[src/rtl/oka_product_accumulator.sv]
// Multiply-accumulate back end for OKA_32bit: sums a programmed number of
// products from a valid/ready stream and holds the total for a downstream sink.
module oka_product_accumulator #(
  parameter int PW = 63,
  parameter int AW = 72,
  parameter int LW = 8
) (
  input  logic          clk,
  input  logic          rst,
  input  logic          start,
  input  logic [LW-1:0] len,
  input  logic          p_valid,
  input  logic [PW-1:0] p_data,
  output logic          p_ready,
  output logic          res_valid,
  output logic [AW-1:0] res_data,
  input  logic          res_ready,
  output logic          overflow,
  output logic          busy
);

  typedef enum logic [1:0] {
    ST_IDLE = 2'd0,
    ST_ACC  = 2'd1,
    ST_HOLD = 2'd2
  } state_e;

  state_e        state_q, state_d;
  logic [AW-1:0] acc_q, acc_d;
  logic [LW-1:0] cnt_q, cnt_d;
  logic [LW-1:0] len_q, len_d;
  logic [AW-1:0] res_q, res_d;
  logic          ovf_q, ovf_d;
  logic          res_valid_q, res_valid_d;

  // One extra bit captures the carry out of the AW-bit add.
  logic [AW:0]   sum_w;
  logic [LW-1:0] cnt_inc_w;

  assign sum_w     = {1'b0, acc_q} + {{(AW + 1 - PW){1'b0}}, p_data};
  assign cnt_inc_w = cnt_q + LW'(1);

  assign p_ready   = (state_q == ST_ACC);
  assign busy      = (state_q != ST_IDLE);
  assign res_valid = res_valid_q;
  assign res_data  = res_q;
  assign overflow  = ovf_q;

  always_comb begin
    // NOTE: every next-state variable takes its held value first, so no path
    // through the case below can leave one unassigned and infer a latch.
    state_d     = state_q;
    acc_d       = acc_q;
    cnt_d       = cnt_q;
    len_d       = len_q;
    res_d       = res_q;
    ovf_d       = ovf_q;
    res_valid_d = res_valid_q;

    unique case (state_q)
      ST_IDLE: begin
        if (start) begin
          ovf_d = 1'b0;
          if (len != LW'(0)) begin
            len_d   = len;
            acc_d   = '0;
            cnt_d   = '0;
            state_d = ST_ACC;
          end else begin
            res_d       = '0;
            res_valid_d = 1'b1;
            state_d     = ST_HOLD;
          end
        end
      end

      ST_ACC: begin
        if (p_valid) begin
          acc_d = sum_w[AW-1:0];
          cnt_d = cnt_inc_w;
          if (sum_w[AW]) ovf_d = 1'b1;
          // Last beat: publish the sum directly so res_valid lands next cycle.
          if (cnt_inc_w == len_q) begin
            res_d       = sum_w[AW-1:0];
            res_valid_d = 1'b1;
            state_d     = ST_HOLD;
          end
        end
      end

      ST_HOLD: begin
        if (res_ready) begin
          res_valid_d = 1'b0;
          state_d     = ST_IDLE;
        end
      end

      default: begin
        state_d     = ST_IDLE;
        res_valid_d = 1'b0;
      end
    endcase
  end

  // NOTE: state registers use non-blocking assignments so every flop samples
  // the pre-edge values of the others, independent of statement order.
  always_ff @(posedge clk) begin
    if (rst) begin
      state_q     <= ST_IDLE;
      acc_q       <= '0;
      cnt_q       <= '0;
      len_q       <= '0;
      res_q       <= '0;
      ovf_q       <= 1'b0;
      res_valid_q <= 1'b0;
    end else begin
      state_q     <= state_d;
      acc_q       <= acc_d;
      cnt_q       <= cnt_d;
      len_q       <= len_d;
      res_q       <= res_d;
      ovf_q       <= ovf_d;
      res_valid_q <= res_valid_d;
    end
  end

endmodule

[config.mk]
export PLATFORM = sky130hd
export DESIGN_NAME = oka_product_accumulator
export DESIGN_NICKNAME = d
export VERILOG_FILES = /design/src/rtl/oka_product_accumulator.sv
export SDC_FILE = /design/constraint.sdc
export NUM_CORES = 1
export LEC_CHECK = 0
export CAP_MARGIN = 20
export CORE_MARGIN = 3
export CORE_UTILIZATION = 56
export CTS_BUF_LIST = sky130_fd_sc_hd__clkbuf_4 sky130_fd_sc_hd__clkbuf_8 sky130_fd_sc_hd__clkbuf_16
export DETAILED_ROUTE_END_ITERATION = 10
export PLACE_DENSITY = 0.82
export SYNTH_ARGS = -nofsm -noshare
export SYNTH_HDL_FRONTEND = slang
export SYNTH_SLANG_ARGS = --single-unit
[constraint.sdc]
create_clock -name clk -period 3.5 [get_ports clk]
set_input_delay 0.35 -clock clk [delete_from_list [all_inputs] [get_ports clk]]
set_output_delay 0.35 -clock clk [all_outputs]
set_load 0.1 [all_outputs]
==> results.json, run 1 <==
{
  "grt_pass1_wl_microns": 53600,
  "cp.required_ns": 3.84,
  "path_class": "primary input to flop",
  "power_density_nw_per_um2": 409,
  "fp.dieW_microns": 144,
  "wl_met2_microns": 16400,
  "yosys.area.top_type": "dfxtp_1",
  "drc": 0,
  "top_layer_used": "met4",
  "hold_class": "flop to flop",
  "antenna_cells": 0,
  "wl_met3_microns": 2530,
  "grt_pass1_vias": 10700,
  "die_h_microns": 144,
  "slew_violations": 0,
  "end_kind": "flop",
  "ir_drop_mv": 0.362,
  "antenna_found_initial": 0,
  "status": "finished, final reports clean",
  "ctsHoldBuffers": 0,
  "ys_seq_elements": 164,
  "leakage_nw": 5.43,
  "io_pins": 152,
  "dp_hpwl_microns": 25000,
  "syn2layout_area_growth_pct": 26.8,
  "start_kind": "primary input",
  "fill_cells": 1472,
  "final.min_clock_period_ns": 3.27,
  "io_buffers": 151,
  "gp_congestion": 0.960,
  "yosys.cell_types.count": 82,
  "dieArea_sq_um": 20600,
  "placed_cell_area_sq_um": 12900,
  "slew_headroom_pct": 28.6,
  "synth_top_cell_area_share_pct": 31.0,
  "wl_met1_microns": 14100,
  "synth_ff_type": "dfxtp_1",
  "cts_sinks": 164,
  "grt_overflow": 0,
  "yosys-top-cells-area": "dfxtp_1 31%, a21oi_1 7.8%, ha_1 7.6%",
  "utilization_pct": 73.6,
  "fin_crit_sh_pct": 93.5,
  "drtAntennaViolNets": 0,
  "synth_edf_count": 0,
  "cts-resized-gates": 0,
  "worst_slew_pin_slew_ns": 1.07,
  "fin_nets": 1689,
  "max_cap_violations": 0,
  "synth_seq_area_share_pct": 31.0,
  "drive_gt1_share_pct": 11.0,
  "cts_made_buffers": 17,
  "initial_core_util_pct": 58.0,
  "drt_iter0_markers": 856,
  "core-area_sq_um": 18300,
  "arrival_ns": 3.61,
  "grtUsageTotal_pct": 32.6,
  "vias_per_cell": 6.18,
  "finalClockSkew_ns": 0.0133,
  "power_w": 0.00549,
  "cts-root-buf": "clkbuf_16",
  "cts_setup_buffers": 0,
  "clk_pin_slew_ns": 0.07,
  "wl_per_cell_microns": 19.1,
  "synth_most_common_cell": "a21oi_1",
  "path_max_fanout": 5,
  "drtPass1Iterations": 5,
  "vias": 11100,
  "synthArstFlopShare_pct": 0,
  "grt_max_degree": 76,
  "ys_warn_count": 0,
  "htreeDepth": 4,
  "syn_inst": 1359,
  "preCtsSetupSlack_ns": -0.182,
  "hold_ws_ns": 0.442,
  "cts_tree": "built",
  "rows": 49,
  "hold_viol": 0,
  "syn_nets": 1500,
  "design_area_sq_um": 13400,
  "timing.fmax_mhz": 306,
  "avgSynthCellArea_sq_um": 7.80,
  "synth_common_cells": "166 x a21oi_1, 164 x dfxtp_1, 150 x nand2_1, 137 x nor2_1, 73 x o21ai_0",
  "clock_path_buffers": 2,
  "rsz0062_at_grt": "no",
  "syn_area_sq_um": 10600,
  "wl_microns": 34100,
  "clock_latency_ns": 0.44,
  "fin_ws_ns": 0.229,
  "setup_violations": 0
}
==> worst max-delay path, cell delays in order <==
cell             delay (ns)
clkdlybuf4s50_1        0.43
ha_1                   0.24
fa_1                   0.40
a211oi_2               0.21
o21ai_2                0.10
o211a_4                0.26
o21ai_4                0.19
nand4_2                0.19
a311oi_4               0.42
buf_4                  0.21
a21oi_1                0.08
o21a_1                 0.24
o41ai_2                0.27
==> logic make-up (layout without fill, tap and decap cells) <==
logic type                 count (synthesis)  count (layout)  synth area share (%)
AOI/OAI and AO/OA                        450             450                  28.6
muxes                                     16              16                  1.51
buffers and inverters                    110             312                  4.17
adders and majority gates                 65              65                  7.74
xor gates and xnor gates                  63              63                  5.20
DFF                                      164             164                  31.0
and+or+nand+nor                          491             491                  21.8
==> flip-flops by register name (all words and copies together) (netlist names) <==
name       count
acc_q         72
cnt_q          8
len_q          8
overflow       1
res_data      72
res_valid      1
state_q        2
==> cell type report <==
class                      count  area, sq um  share of cell area, %
inverter                      30          113                  0.838
tap                          229          287                   2.13
multi-input combinational   1085         6910                   51.4
clock buffer                  21          474                   3.53
timing repair buffer         250         2290                   17.0
sequential                   164         3280                   24.4
clock inverter                11         92.6                  0.689
==> final timing paths <==
path	start	endpoint	slack, ns	depth (start not counted)
worst min-delay path	res_data[47]$_SDFFE_PP0P_	res_data[47]$_SDFFE_PP0P_	0.44	2
worst min register to register	res_data[47]$_SDFFE_PP0P_	res_data[47]$_SDFFE_PP0P_	0.44	2
worst max-delay path	p_data[0]	acc_q[56]$_SDFFE_PP0P_	0.23	13
worst max register to register	acc_q[0]$_SDFFE_PP0P_	acc_q[56]$_SDFFE_PP0P_	0.28	12
==> per-stage QoR <==
step,TNS [ns],instances
final,0,1790
after global routing,0,1790
after detailed placement,-1.08,1758
after CTS,0,1790
after floorplan,0,1359
after global placement,-0.156,1758
==> cell usage in the layout, fill, tap and decap left out, types with 6 or more instances in the layout <==
master | synthesis | routed
nor3b_1 | 8 | 8
o31ai_1 | 12 | 12
o21a_1 | 11 | 11
a22oi_1 | 17 | 17
ha_1 | 64 | 64
and3_1 | 9 | 9
nor3_1 | 34 | 34
o21bai_1 | 7 | 7
and2_1 | 7 | 7
a21o_1 | 37 | 37
mux2i_1 | 16 | 16
o21ai_0 | 73 | 73
or3_1 | 10 | 10
a21oi_1 | 166 | 165
buf_4 | 0 | 98
a32oi_1 | 6 | 6
a22o_1 | 16 | 16
o211ai_1 | 8 | 8
a21boi_0 | 9 | 9
nand3_1 | 47 | 47
nor2b_1 | 11 | 11
nand4_1 | 39 | 39
dfxtp_1 | 164 | 164
a211oi_1 | 7 | 7
clkbuf_16 | 0 | 17
nand3b_1 | 10 | 10
clkdlybuf4s50_1 | 0 | 149
nand2b_1 | 7 | 7
nor2_1 | 137 | 137
a31oi_1 | 12 | 12
xnor2_1 | 51 | 51
xor2_1 | 12 | 12
nand2_1 | 150 | 149
inv_1 | 30 | 30
==> layer usage <==
metal  up-vias  global-route usage, %
li1       5341                      -
met1      5173                   39.6
met2       455                   56.1
met3        90                   6.79
met4         0                   13.4
met5         -                      0
==> report_power, final <==
group          internal [W]  switching [W]
registers           0.00194      0.0000562
logic              0.000582        0.00107
clock network      0.000989       0.000853
(Power assumes the default switching activity.)
==> run 2, diff against run 1 <==
--- a/config.mk
+++ b/config.mk
@@ -5,6 +5,7 @@
 export SDC_FILE = /design/constraint.sdc
 export NUM_CORES = 1
 export LEC_CHECK = 0
+export ABC_CLOCK_PERIOD_IN_PS = 3500
 export CAP_MARGIN = 20
 export CORE_MARGIN = 3
 export CORE_UTILIZATION = 56
==> constraint.sdc (replaced) <==
create_clock -name clk -period 3.5 [get_ports clk]
set_input_delay 0.35 -clock clk [delete_from_list [all_inputs] [get_ports clk]]
set_output_delay 0.35 -clock clk [all_outputs]
set_load 0.02 [all_outputs]
==> results.json, run 2 (synthesis gave the netlist of run 1 again) <==
{
  "whs_path_depth": 2,
  "rows": 49,
  "ir_drop_mv": 0.327,
  "vias": 11100,
  "worst_slew_pin_slew_ns": 0.707,
  "grt_overflow": 0,
  "drt_iter0_markers": 807,
  "io_pins": 152,
  "fill_cells": 1476,
  "final_common_cell": "a21oi_1",
  "p_seq_share_pct": 36.6,
  "utilization_pct": 73.9,
  "cts_made_buffers": 17,
  "dp_hpwl_microns": 25400,
  "gp_congestion": 0.969,
  "setup_violations": 0,
  "layout_common_cells": "165 x a21oi_1, 164 x dfxtp_1, 150 x clkdlybuf4s50_1",
  "status": "finished, final reports clean",
  "grt_max_degree": 69,
  "clock_latency_ns": 0.43,
  "p_switching_w": 0.00184,
  "rsz0062_at_grt": "no",
  "fin_nets": 1692,
  "drive_gt1_share_pct": 11.1,
  "preCtsSetupSlack_ns": -0.133,
  "clock_path_buffers": 2,
  "cts_sinks": 164,
  "wl_per_cell_microns": 19.2,
  "slew_headroom_pct": 52.8,
  "cts_tree": "built",
  "ctsHoldBuffers": 0,
  "hold_viol": 0,
  "power_frac_comb_pct": 27.5,
  "core-area_sq_um": 18300,
  "antenna_cells": 0,
  "syn2layout_area_growth_pct": 27.3,
  "fin_crit_sh_pct": 92.5,
  "end_kind": "flop",
  "final.min_clock_period_ns": 3.24,
  "arrival_ns": 3.56,
  "finalClockSkew_ns": 0.0123,
  "drtPass1Iterations": 5,
  "power_density_nw_per_um2": 405,
  "io_buffers": 151,
  "hold_class": "primary input to flop",
  "wl_microns": 34400,
  "power_w": 0.00546,
  "clk_pin_slew_ns": 0.07,
  "worst-r2r-cell-count": 12,
  "clkPwrFrac_pct": 35.8,
  "swShare_pct": 33.8,
  "initial_core_util_pct": 58.0,
  "p_int_w": 0.00362,
  "antenna_found_initial": 0,
  "timing.fmax_mhz": 309,
  "htreeDepth": 4,
  "cts-root-buf": "clkbuf_16",
  "fp.dieW_microns": 144,
  "grt_pass1_wl_microns": 54200,
  "grtUsageTotal_pct": 32.8,
  "slew_violations": 0,
  "leakage_nw": 5.46,
  "dieArea_sq_um": 20600,
  "drtAntennaViolNets": 0,
  "drc": 0,
  "start_kind": "primary input",
  "vias_per_cell": 6.19,
  "path_max_fanout": 5,
  "path_class": "primary input to flop",
  "die_h_microns": 144,
  "r2r_slack_ns": 0.30,
  "fin_ws_ns": 0.264,
  "max_cap_violations": 0,
  "cp.required_ns": 3.83,
  "grt_pass1_vias": 10800
}
==> run 2: changes by cell type in the layout (fill, tap and decap cells not counted), sizes merged, moves of 2 or more <==
cell      previous run  this run
clkbuf              21        18
clkinvlp             4         2
buf                101       103
bufinv               0         2
clkinv               2         4
==> run 2: per-layer routing <==
| metal | routed length (microns) | track usage (%) |
|---|---|---|
| met1 | 14200 | 40.7 |
| met2 | 16400 | 56.5 |
| met3 | 2490 | 6.56 |
| met4 | 1250 | 12.0 |
| met5 | 0 | 0 |
==> run 2: stage by stage <==
step | TNS (ns) | hold slack, ns | std cells | cell area [sq um]
after floorplan | 0 | 0.429 | 1359 | 10600
after global placement | -0.137 | 0.432 | 1761 | 12900
after detailed placement | -0.689 | 0.435 | 1761 | 12900
after CTS | 0 | 0.335 | 1793 | 13500
after global routing | 0 | 0.339 | 1793 | 13500
final | 0 | 0.355 | 1793 | 13500
==> run 2: timing repair <==
action / in CTS / in global routing
endpoints found under the hold margin: 0 / 0
setup endpoints to repair: 0 / 2
gates resized for setup: 0 / 1
setup buffers: 0 / 0
==> run 2: final timing paths <==
| kind | startpoint | endpoint |
|---|---|---|
| worst min register to register | res_data[47]$_SDFFE_PP0P_ | res_data[47]$_SDFFE_PP0P_ |
| worst max-delay path | p_data[0] | acc_q[56]$_SDFFE_PP0P_ |
| worst max register to register | acc_q[0]$_SDFFE_PP0P_ | acc_q[56]$_SDFFE_PP0P_ |
| worst min-delay path | rst | acc_q[42]$_SDFFE_PP0P_ |
==> run 2: critical path: stages <==
cell and delay, ns:
clkdlybuf4s50_1 0.40, ha_1 0.23, fa_1 0.41, a211oi_2 0.24
o21ai_2 0.11, o211a_4 0.27, o21ai_4 0.19, nand4_2 0.18
a311oi_4 0.39, buf_4 0.21, a21oi_1 0.08, o21a_1 0.24
o41ai_2 0.27
==> run 2: final cells by class <==
| cell class | instances | area (sq um) | area share (%) |
|---|---|---|---|
| clock buffers | 18 | 439 | 3.25 |
| clock inverters | 14 | 169 | 1.25 |
| multi-input cells | 1085 | 6910 | 51.2 |
| repair buffers | 253 | 2300 | 17.0 |
| well taps | 229 | 287 | 2.12 |
| inverters | 30 | 113 | 0.834 |
| flip-flops and latches | 164 | 3280 | 24.3 |
==> run 2: power groups by stage <==
stage / logic (W) / clock network, W / registers (W)
after floorplan: 0.000903 / 0 / 0.00205
after global placement: 0.00145 / 0 / 0.00204
after detailed placement: 0.00147 / 0 / 0.00204
after CTS: 0.00148 / 0.00197 / 0.00200
after global routing: 0.00162 / 0.00205 / 0.00201
final: 0.00150 / 0.00196 / 0.00200
==> run 3, diff against run 2 <==
--- a/config.mk
+++ b/config.mk
@@ -5,13 +5,12 @@
 export SDC_FILE = /design/constraint.sdc
 export NUM_CORES = 1
 export LEC_CHECK = 0
-export ABC_CLOCK_PERIOD_IN_PS = 3500
-export CAP_MARGIN = 20
 export CORE_MARGIN = 3
 export CORE_UTILIZATION = 56
 export CTS_BUF_LIST = sky130_fd_sc_hd__clkbuf_4 sky130_fd_sc_hd__clkbuf_8 sky130_fd_sc_hd__clkbuf_16
 export DETAILED_ROUTE_END_ITERATION = 10
 export PLACE_DENSITY = 0.82
+export SKIP_LAST_GASP = 1
 export SYNTH_ARGS = -nofsm -noshare
 export SYNTH_HDL_FRONTEND = slang
 export SYNTH_SLANG_ARGS = --single-unit
==> results of run 3 <==
No change in the layout: final DEF, timing and power equal those of run 2.
